## src/rtl/ad9910_pkg.sv

```systemverilog
// Slot map, frame helpers and FSM state encoding shared by the AD9910 SPI scheduler.
package ad9910_pkg;

    localparam int unsigned NUM_SLOTS = 8;
    localparam int unsigned SLOT_W    = 3;
    localparam int unsigned LEN_W     = 7;
    localparam int unsigned FRAME_W   = 72;

    localparam logic [SLOT_W-1:0] SLOT_CFR1     = 3'd0;
    localparam logic [SLOT_W-1:0] SLOT_CFR2     = 3'd1;
    localparam logic [SLOT_W-1:0] SLOT_CFR3     = 3'd2;
    localparam logic [SLOT_W-1:0] SLOT_ASF      = 3'd3;
    localparam logic [SLOT_W-1:0] SLOT_DRR      = 3'd4;
    localparam logic [SLOT_W-1:0] SLOT_DRL      = 3'd5;
    localparam logic [SLOT_W-1:0] SLOT_DRS      = 3'd6;
    localparam logic [SLOT_W-1:0] SLOT_PROFILE0 = 3'd7;

    localparam logic [7:0] ADDR_CFR1     = 8'h00;
    localparam logic [7:0] ADDR_CFR2     = 8'h01;
    localparam logic [7:0] ADDR_CFR3     = 8'h02;
    localparam logic [7:0] ADDR_ASF      = 8'h09;
    localparam logic [7:0] ADDR_DRR      = 8'h0D;
    localparam logic [7:0] ADDR_DRL      = 8'h0B;
    localparam logic [7:0] ADDR_DRS      = 8'h0C;
    localparam logic [7:0] ADDR_PROFILE0 = 8'h0E;

    typedef struct packed {
        logic              valid;
        logic [SLOT_W-1:0] idx;
    } slot_sel_t;

    typedef enum logic [2:0] {
        ST_IDLE,
        ST_LOAD,
        ST_SHIFT,
        ST_GAP,
        ST_IOUP
    } state_t;

    function automatic slot_sel_t slot_of(input logic [7:0] addr);
        slot_sel_t sel;
        sel = '{valid: 1'b1, idx: SLOT_CFR1};
        case (addr)
            ADDR_CFR1:     sel.idx = SLOT_CFR1;
            ADDR_CFR2:     sel.idx = SLOT_CFR2;
            ADDR_CFR3:     sel.idx = SLOT_CFR3;
            ADDR_ASF:      sel.idx = SLOT_ASF;
            ADDR_DRR:      sel.idx = SLOT_DRR;
            ADDR_DRL:      sel.idx = SLOT_DRL;
            ADDR_DRS:      sel.idx = SLOT_DRS;
            ADDR_PROFILE0: sel.idx = SLOT_PROFILE0;
            default:       sel.valid = 1'b0;
        endcase
        return sel;
    endfunction

    function automatic logic [7:0] slot_addr(input logic [SLOT_W-1:0] idx);
        logic [7:0] a;
        case (idx)
            SLOT_CFR1: a = ADDR_CFR1;
            SLOT_CFR2: a = ADDR_CFR2;
            SLOT_CFR3: a = ADDR_CFR3;
            SLOT_ASF:  a = ADDR_ASF;
            SLOT_DRR:  a = ADDR_DRR;
            SLOT_DRL:  a = ADDR_DRL;
            SLOT_DRS:  a = ADDR_DRS;
            default:   a = ADDR_PROFILE0;
        endcase
        return a;
    endfunction

    // Slots at or above DRL hold 64-bit registers.
    function automatic logic [LEN_W-1:0] frame_len(input logic [SLOT_W-1:0] idx);
        return (idx >= SLOT_DRL) ? LEN_W'(72) : LEN_W'(40);
    endfunction

endpackage

```

## src/rtl/ad9910_spi_shift.sv

```systemverilog
// Variable-length SPI mode-0 shifter; frames are left-aligned in a 72-bit word.
module ad9910_spi_shift
    import ad9910_pkg::*;
#(
    parameter int unsigned HALF = 2
) (
    input  logic               clk,
    input  logic               rst,
    input  logic               start,
    input  logic [LEN_W-1:0]   len,
    input  logic [FRAME_W-1:0] frame,
    output logic               done_c,
    output logic               sck_o,
    output logic               mosi_o,
    output logic               cs_o
);

    localparam int unsigned DIV_W = 16;

    logic               active_q, active_d;
    logic [DIV_W-1:0]   div_q, div_d;
    logic [LEN_W-1:0]   bits_q, bits_d;
    logic [FRAME_W-1:0] sr_q, sr_d;
    logic               sck_q, sck_d;
    logic               mosi_q, mosi_d;
    logic               cs_q, cs_d;
    logic               tick_c;

    always_comb begin
        active_d = active_q;
        div_d    = div_q;
        bits_d   = bits_q;
        sr_d     = sr_q;
        sck_d    = sck_q;
        mosi_d   = mosi_q;
        cs_d     = cs_q;
        done_c   = 1'b0;
        tick_c   = active_q && (div_q == DIV_W'(HALF - 1));
        if (start) begin
            active_d = 1'b1;
            div_d    = '0;
            bits_d   = len - LEN_W'(1);
            sr_d     = {frame[FRAME_W-2:0], 1'b0};
            mosi_d   = frame[FRAME_W-1];
            sck_d    = 1'b0;
            cs_d     = 1'b0;
        end else if (active_q) begin
            div_d = tick_c ? '0 : div_q + DIV_W'(1);
            if (tick_c) begin
                if (!sck_q) begin
                    sck_d = 1'b1;
                end else begin
                    // Falling edge: advance to the next bit or close the frame.
                    sck_d = 1'b0;
                    if (bits_q == '0) begin
                        cs_d     = 1'b1;
                        mosi_d   = 1'b0;
                        active_d = 1'b0;
                        done_c   = 1'b1;
                    end else begin
                        mosi_d = sr_q[FRAME_W-1];
                        sr_d   = {sr_q[FRAME_W-2:0], 1'b0};
                        bits_d = bits_q - LEN_W'(1);
                    end
                end
            end
        end
    end

    always_ff @(posedge clk) begin
        if (rst) begin
            active_q <= 1'b0;
            div_q    <= '0;
            bits_q   <= '0;
            sr_q     <= '0;
            sck_q    <= 1'b0;
            mosi_q   <= 1'b0;
            cs_q     <= 1'b1;
        end else begin
            active_q <= active_d;
            div_q    <= div_d;
            bits_q   <= bits_d;
            sr_q     <= sr_d;
            sck_q    <= sck_d;
            mosi_q   <= mosi_d;
            cs_q     <= cs_d;
        end
    end

    assign sck_o  = sck_q;
    assign mosi_o = mosi_q;
    assign cs_o   = cs_q;

endmodule

```

## src/rtl/ad9910_spi_sched.sv

```systemverilog
// AD9910 register-write scheduler: shadow slots, priority serialisation onto one
// SPI link, and a single IO_UPDATE pulse per batch of frames.
module ad9910_spi_sched
    import ad9910_pkg::*;
#(
    parameter int unsigned CLK_FREQ    = 50,
    parameter int unsigned SPI_CLK     = 10000,
    parameter int unsigned IOUP_CYCLES = 4
) (
    input  logic        sys_clk,
    input  logic        sys_rst,
    input  logic        wr_en,
    input  logic [7:0]  wr_addr,
    input  logic [63:0] wr_data,
    output logic        wr_err,
    output logic        busy,
    output logic        SCK_O,
    output logic        MOSI_O,
    output logic        CS_O,
    output logic        IO_UPDATE_O
);

    localparam int unsigned HALF_RAW = (CLK_FREQ * 1000) / (2 * SPI_CLK);
    localparam int unsigned HALF     = (HALF_RAW < 1) ? 1 : HALF_RAW;
    localparam int unsigned GAP_N    = 2 * HALF;
    localparam int unsigned IOUP_N   = (IOUP_CYCLES < 1) ? 1 : IOUP_CYCLES;
    localparam int unsigned CNT_W    = 16;

    state_t                 state_q, state_d;
    logic [NUM_SLOTS-1:0]   pending_q, pending_d;
    logic [63:0]            shadow_q [NUM_SLOTS];
    logic [63:0]            shadow_d [NUM_SLOTS];
    logic [CNT_W-1:0]       cnt_q, cnt_d;
    logic                   wr_err_q, wr_err_d;
    logic                   busy_q, busy_d;
    logic                   ioup_q, ioup_d;

    slot_sel_t              sel_c;
    logic                   wr_ok_c;
    logic [SLOT_W-1:0]      win_idx_c;
    logic [LEN_W-1:0]       win_len_c;
    logic [63:0]            win_data_c;
    logic [FRAME_W-1:0]     frame_c;
    logic                   load_c;
    logic                   done_c;

    // Lowest-index pending slot wins.
    always_comb begin
        win_idx_c = '0;
        for (int i = int'(NUM_SLOTS) - 1; i >= 0; i--) begin
            if (pending_q[i]) win_idx_c = SLOT_W'(i);
        end
    end

    assign win_len_c  = frame_len(win_idx_c);
    assign win_data_c = shadow_q[win_idx_c];
    assign frame_c    = (win_len_c == LEN_W'(72))
                      ? {slot_addr(win_idx_c), win_data_c}
                      : {slot_addr(win_idx_c), win_data_c[31:0], 32'h0};
    assign load_c     = (state_q == ST_LOAD);

    always_comb begin
        sel_c     = slot_of(wr_addr);
        wr_ok_c   = wr_en && sel_c.valid;
        shadow_d  = shadow_q;
        pending_d = pending_q;
        state_d   = state_q;
        cnt_d     = cnt_q;
        // Clear before set so a write during LOAD keeps its slot pending.
        if (load_c) pending_d[win_idx_c] = 1'b0;
        if (wr_ok_c) begin
            pending_d[sel_c.idx] = 1'b1;
            shadow_d[sel_c.idx]  = wr_data;
        end
        case (state_q)
            ST_IDLE:  if (pending_d != '0) state_d = ST_LOAD;
            ST_LOAD:  state_d = ST_SHIFT;
            ST_SHIFT: begin
                if (done_c) begin
                    state_d = ST_GAP;
                    cnt_d   = CNT_W'(GAP_N - 1);
                end
            end
            ST_GAP: begin
                if (cnt_q == '0) begin
                    if (pending_d != '0) begin
                        state_d = ST_LOAD;
                    end else begin
                        state_d = ST_IOUP;
                        cnt_d   = CNT_W'(IOUP_N - 1);
                    end
                end else begin
                    cnt_d = cnt_q - CNT_W'(1);
                end
            end
            ST_IOUP: begin
                if (cnt_q == '0) state_d = ST_IDLE;
                else             cnt_d   = cnt_q - CNT_W'(1);
            end
            default:  state_d = ST_IDLE;
        endcase
        wr_err_d = wr_en && !sel_c.valid;
        busy_d   = (state_d != ST_IDLE) || (pending_d != '0);
        ioup_d   = (state_d == ST_IOUP);
    end

    always_ff @(posedge sys_clk) begin
        if (sys_rst) begin
            state_q   <= ST_IDLE;
            pending_q <= '0;
            shadow_q  <= '{default: '0};
            cnt_q     <= '0;
            wr_err_q  <= 1'b0;
            busy_q    <= 1'b0;
            ioup_q    <= 1'b0;
        end else begin
            state_q   <= state_d;
            pending_q <= pending_d;
            shadow_q  <= shadow_d;
            cnt_q     <= cnt_d;
            wr_err_q  <= wr_err_d;
            busy_q    <= busy_d;
            ioup_q    <= ioup_d;
        end
    end

    ad9910_spi_shift #(.HALF(HALF)) u_shift (
        .clk    (sys_clk),
        .rst    (sys_rst),
        .start  (load_c),
        .len    (win_len_c),
        .frame  (frame_c),
        .done_c (done_c),
        .sck_o  (SCK_O),
        .mosi_o (MOSI_O),
        .cs_o   (CS_O)
    );

    assign wr_err      = wr_err_q;
    assign busy        = busy_q;
    assign IO_UPDATE_O = ioup_q;

endmodule
```

## config.mk

```make
export PLATFORM = sky130hd
export DESIGN_NAME = ad9910_spi_sched
export DESIGN_NICKNAME = d
export VERILOG_FILES = /design/src/rtl/ad9910_pkg.sv /design/src/rtl/ad9910_spi_shift.sv /design/src/rtl/ad9910_spi_sched.sv
export SDC_FILE = /design/constraint.sdc
export NUM_CORES = 2
export LEC_CHECK = 0
export CAP_MARGIN = 15
export CELL_PAD_IN_SITES_DETAIL_PLACEMENT = 2
export CELL_PAD_IN_SITES_GLOBAL_PLACEMENT = 2
export CORE_ASPECT_RATIO = 1.4
export CORE_MARGIN = 10
export CORE_UTILIZATION = 35
export CTS_CLUSTER_DIAMETER = 80
export DETAILED_ROUTE_END_ITERATION = 12
export GPL_TIMING_DRIVEN = 0
export PLACE_DENSITY_LB_ADDON = 0.2
export SKIP_CTS_REPAIR_TIMING = 1
export SYNTH_ARGS = -nofsm -noshare
export SYNTH_HDL_FRONTEND = slang
export SYNTH_SLANG_ARGS = --single-unit
```

## constraint.sdc

```tcl
create_clock -name sys_clk -period 3.55 [get_ports sys_clk]
set_clock_uncertainty 0.2 [all_clocks]
set_input_delay 0.71 -clock sys_clk [delete_from_list [all_inputs] [get_ports sys_clk]]
set_output_delay 0.71 -clock sys_clk [all_outputs]
set_load 0.01 [all_outputs]
```

==> impl_metrics.json <==
{
  "endpoint_kind": "register",
  "avgSynthCellArea_sq_um": 7.37,
  "hp-class": "in -> reg",
  "synth_ff_type": "dfxtp_1",
  "post-place-cells": 3921,
  "route.vias.total": 22500,
  "h-tree-depth": 2,
  "fillers": 7563,
  "clock_latency_ps": 650,
  "drive_above_1_share": 0.0695,
  "setup_tns_ps": 0,
  "die_w_um": 235,
  "clockBufferDepth": 3,
  "arrival_ps": 3910,
  "drc_errors": 0,
  "nNetsFinal": 3217,
  "ys_top_cells_by_area": "dfxtp_1 45%, nand2_1 16%, a21oi_1 13%, clkbuf_1 3.8%, nor2_1 3.5%",
  "dp_hpwl_um": 74300,
  "yosys.cell_count.top_type": "nand2_1",
  "first_iter_violations": 1037,
  "cts.sinks": 512,
  "critPathTopFamily": "compound AO/OA/AOI/OAI gates",
  "grt_overflow": 0,
  "synth_top_area_frac": 0.454,
  "wl_um": 100000,
  "antenna_found_initial": 1,
  "cp_max_fo": 10,
  "gp_congestion": 0.888,
  "rows": 110,
  "final-max-slew-violation-count": 0,
  "worst-path-buf-inv": 3,
  "antennaDiodeCount": 0,
  "path_cells": "clkbuf_2, o311ai_2, clkbuf_2, clkbuf_2, nand2_1, a21oi_1, a211o_1, a221oi_1, nor3_1",
  "core_sq_um": 64100,
  "area_growth_pct": 14.0,
  "syn_area_sq_um": 22600,
  "wire_per_inst_um": 24.9,
  "slew_headroom": 0.188,
  "grt_pass1_vias": 25300,
  "cts_buffers": 55,
  "start_util": 0.352,
  "yosysTopAreaCell": "dfxtp_1",
  "port_buffers": 14,
  "ys_seq_elements": 512,
  "cts_tree": "yes",
  "drv_cap": 0,
  "synth_edf_count": 0,
  "cp_slowest_cell": "clkbuf_2",
  "ys_warn_count": 0,
  "drt-pass1-iter-count": 4,
  "fp.dieH_um": 321,
  "yosysSeqAreaShare": 0.454,
  "finalCritPeriodShare": 0.997,
  "irDropWorstVdd_mv": 0.375,
  "p_per_area_nw_per_um2": 477,
  "setup_violations": 0,
  "grt_max_degree": 15,
  "worst_pin_slew_ps": 1220,
  "path_class": "reg -> reg",
  "fmax_mhz": 282,
  "hold_viol": 0,
  "syn_inst": 3066,
  "cts_root_buf": "clkbuf_16",
  "status": "complete, no violations",
  "critPathMaxStageDelay_ps": 500,
  "yosys-top-cells-count": "964 x nand2_1, 583 x a21oi_1, 512 x dfxtp_1",
  "grt_pass1_wl_um": 151000,
  "p_leak_nw": 8.85,
  "ys_types": 59,
  "synth_fp_nets": 3145,
  "async_flop_share": 0,
  "ioPinCount": 81,
  "grt_usage": 0.256,
  "path_clk_slew_ps": 60,
  "antenna_left": 0,
  "cpMostUsedCell": "clkbuf_2",
  "viasPerCell": 5.60,
  "die_area_sq_um": 75200,
  "total_power_w": 0.0123,
  "critPathLaunchType": "register",
  "cp.required_ps": 3920,
  "final_cells": 4022,
  "layout_min_cycle_time_ps": 3540
}
-- cell type report --
type                       count  area [sq um]  share of cell area
timing repair buffer          18           186             0.00724
multi-input combinational   2221         10900               0.423
buffer                       317          1490              0.0580
sequential                   512         10200               0.398
inverter                      13          48.8             0.00189
clock inverter                18           159             0.00617
tap                          840          1050              0.0408
clock buffer                  83          1680              0.0653
-- cells by family after synthesis --
group	after synthesis	synth area share
xor gates and xnor gates	18	0.00698
buffers and inverters	333	0.0671
adders and majority gates	4	0.00222
muxes	41	0.0182
and+or+nand+nor	1345	0.243
AOI/OAI and AO/OA	813	0.209
DFF	512	0.454
-- layer usage --
layer,track usage,part of all wire,vias to the layer above
li1,-,-,10400
met1,0.264,0.38,11400
met2,0.475,0.52,449
met3,0.0398,0.038,240
met4,0.157,0.067,2
met5,0,0.00013,-
-- worst reg2reg max path: cells and delay by family (launching register included) --
kind,cells,cell delay (ps)
AO/OA/AOI/OAI,4,1370
AND/OR/NAND/NOR,2,330
flip-flops,1,360
buffers and inverters,3,1230
-- layout by cell type, fill, tap and decap left out, drive strengths merged, types with 5 or more instances in the layout --
cell	Yosys	routed
nand3	14	14
and3	5	5
a221oi	30	30
or3	15	15
clkbuf	228	310
xor2	11	11
xnor2	7	7
a211o	32	32
nor2	212	212
nand2b	5	5
buf	92	94
or4	15	15
nor3	43	43
o21a	5	5
mux2i	41	41
o21ai	56	56
a211oi	6	6
a21oi	585	585
and2	6	6
clkdlybuf4s50	0	14
a22oi	32	32
dfxtp	512	512
nand3b	33	33
o211ai	5	5
nor4	11	11
nand4	5	5
inv	13	17
nand2	964	964
a221o	30	30
o31ai	9	9
clkinv	0	12
-- state kept, by name (all words and copies together) (netlist names) --
signal / count
shadow_q: 384
u_shift.sr_q: 71
cnt_q: 16
u_shift.div_q: 16
pending_q: 8
u_shift.bits_q: 7
state_q: 3
IO_UPDATE_O: 1
busy: 1
u_shift.active_q: 1
u_shift.cs_o: 1
u_shift.mosi_o: 1
u_shift.sck_o: 1
wr_err: 1
-- final timing paths --
check	cells past startpoint	endpoint	slack, ps	start
setup / recovery	9	u_shift.sr_q[43]	9	pending_q[3]
setup reg to reg	9	u_shift.sr_q[43]	9	pending_q[3]
hold / removal	3	shadow_q[240]	140	wr_data[48]
hold reg to reg	2	shadow_q[88]	260	shadow_q[88]
-- stage by stage --
stage / setup slack (ps) / utilization / hold WS (ps) / instance area [sq um]
after floorplan: 604 / - / 236 / 22600
after global placement: -1830 / 0.371 / 241 / 23800
after detailed placement: -1030 / 0.371 / 251 / 23800
after CTS: -958 / 0.400 / 108 / 25600
after global routing: -19.8 / 0.402 / 125 / 25800
final: 9.13 / 0.402 / 136 / 25800
-- where the power goes --
part           switching [W]  internal (W)
sequential         0.0000208       0.00577
combinational       0.000359      0.000136
clock                0.00259       0.00341
Note: power is estimated with default switching activity, not from simulation.
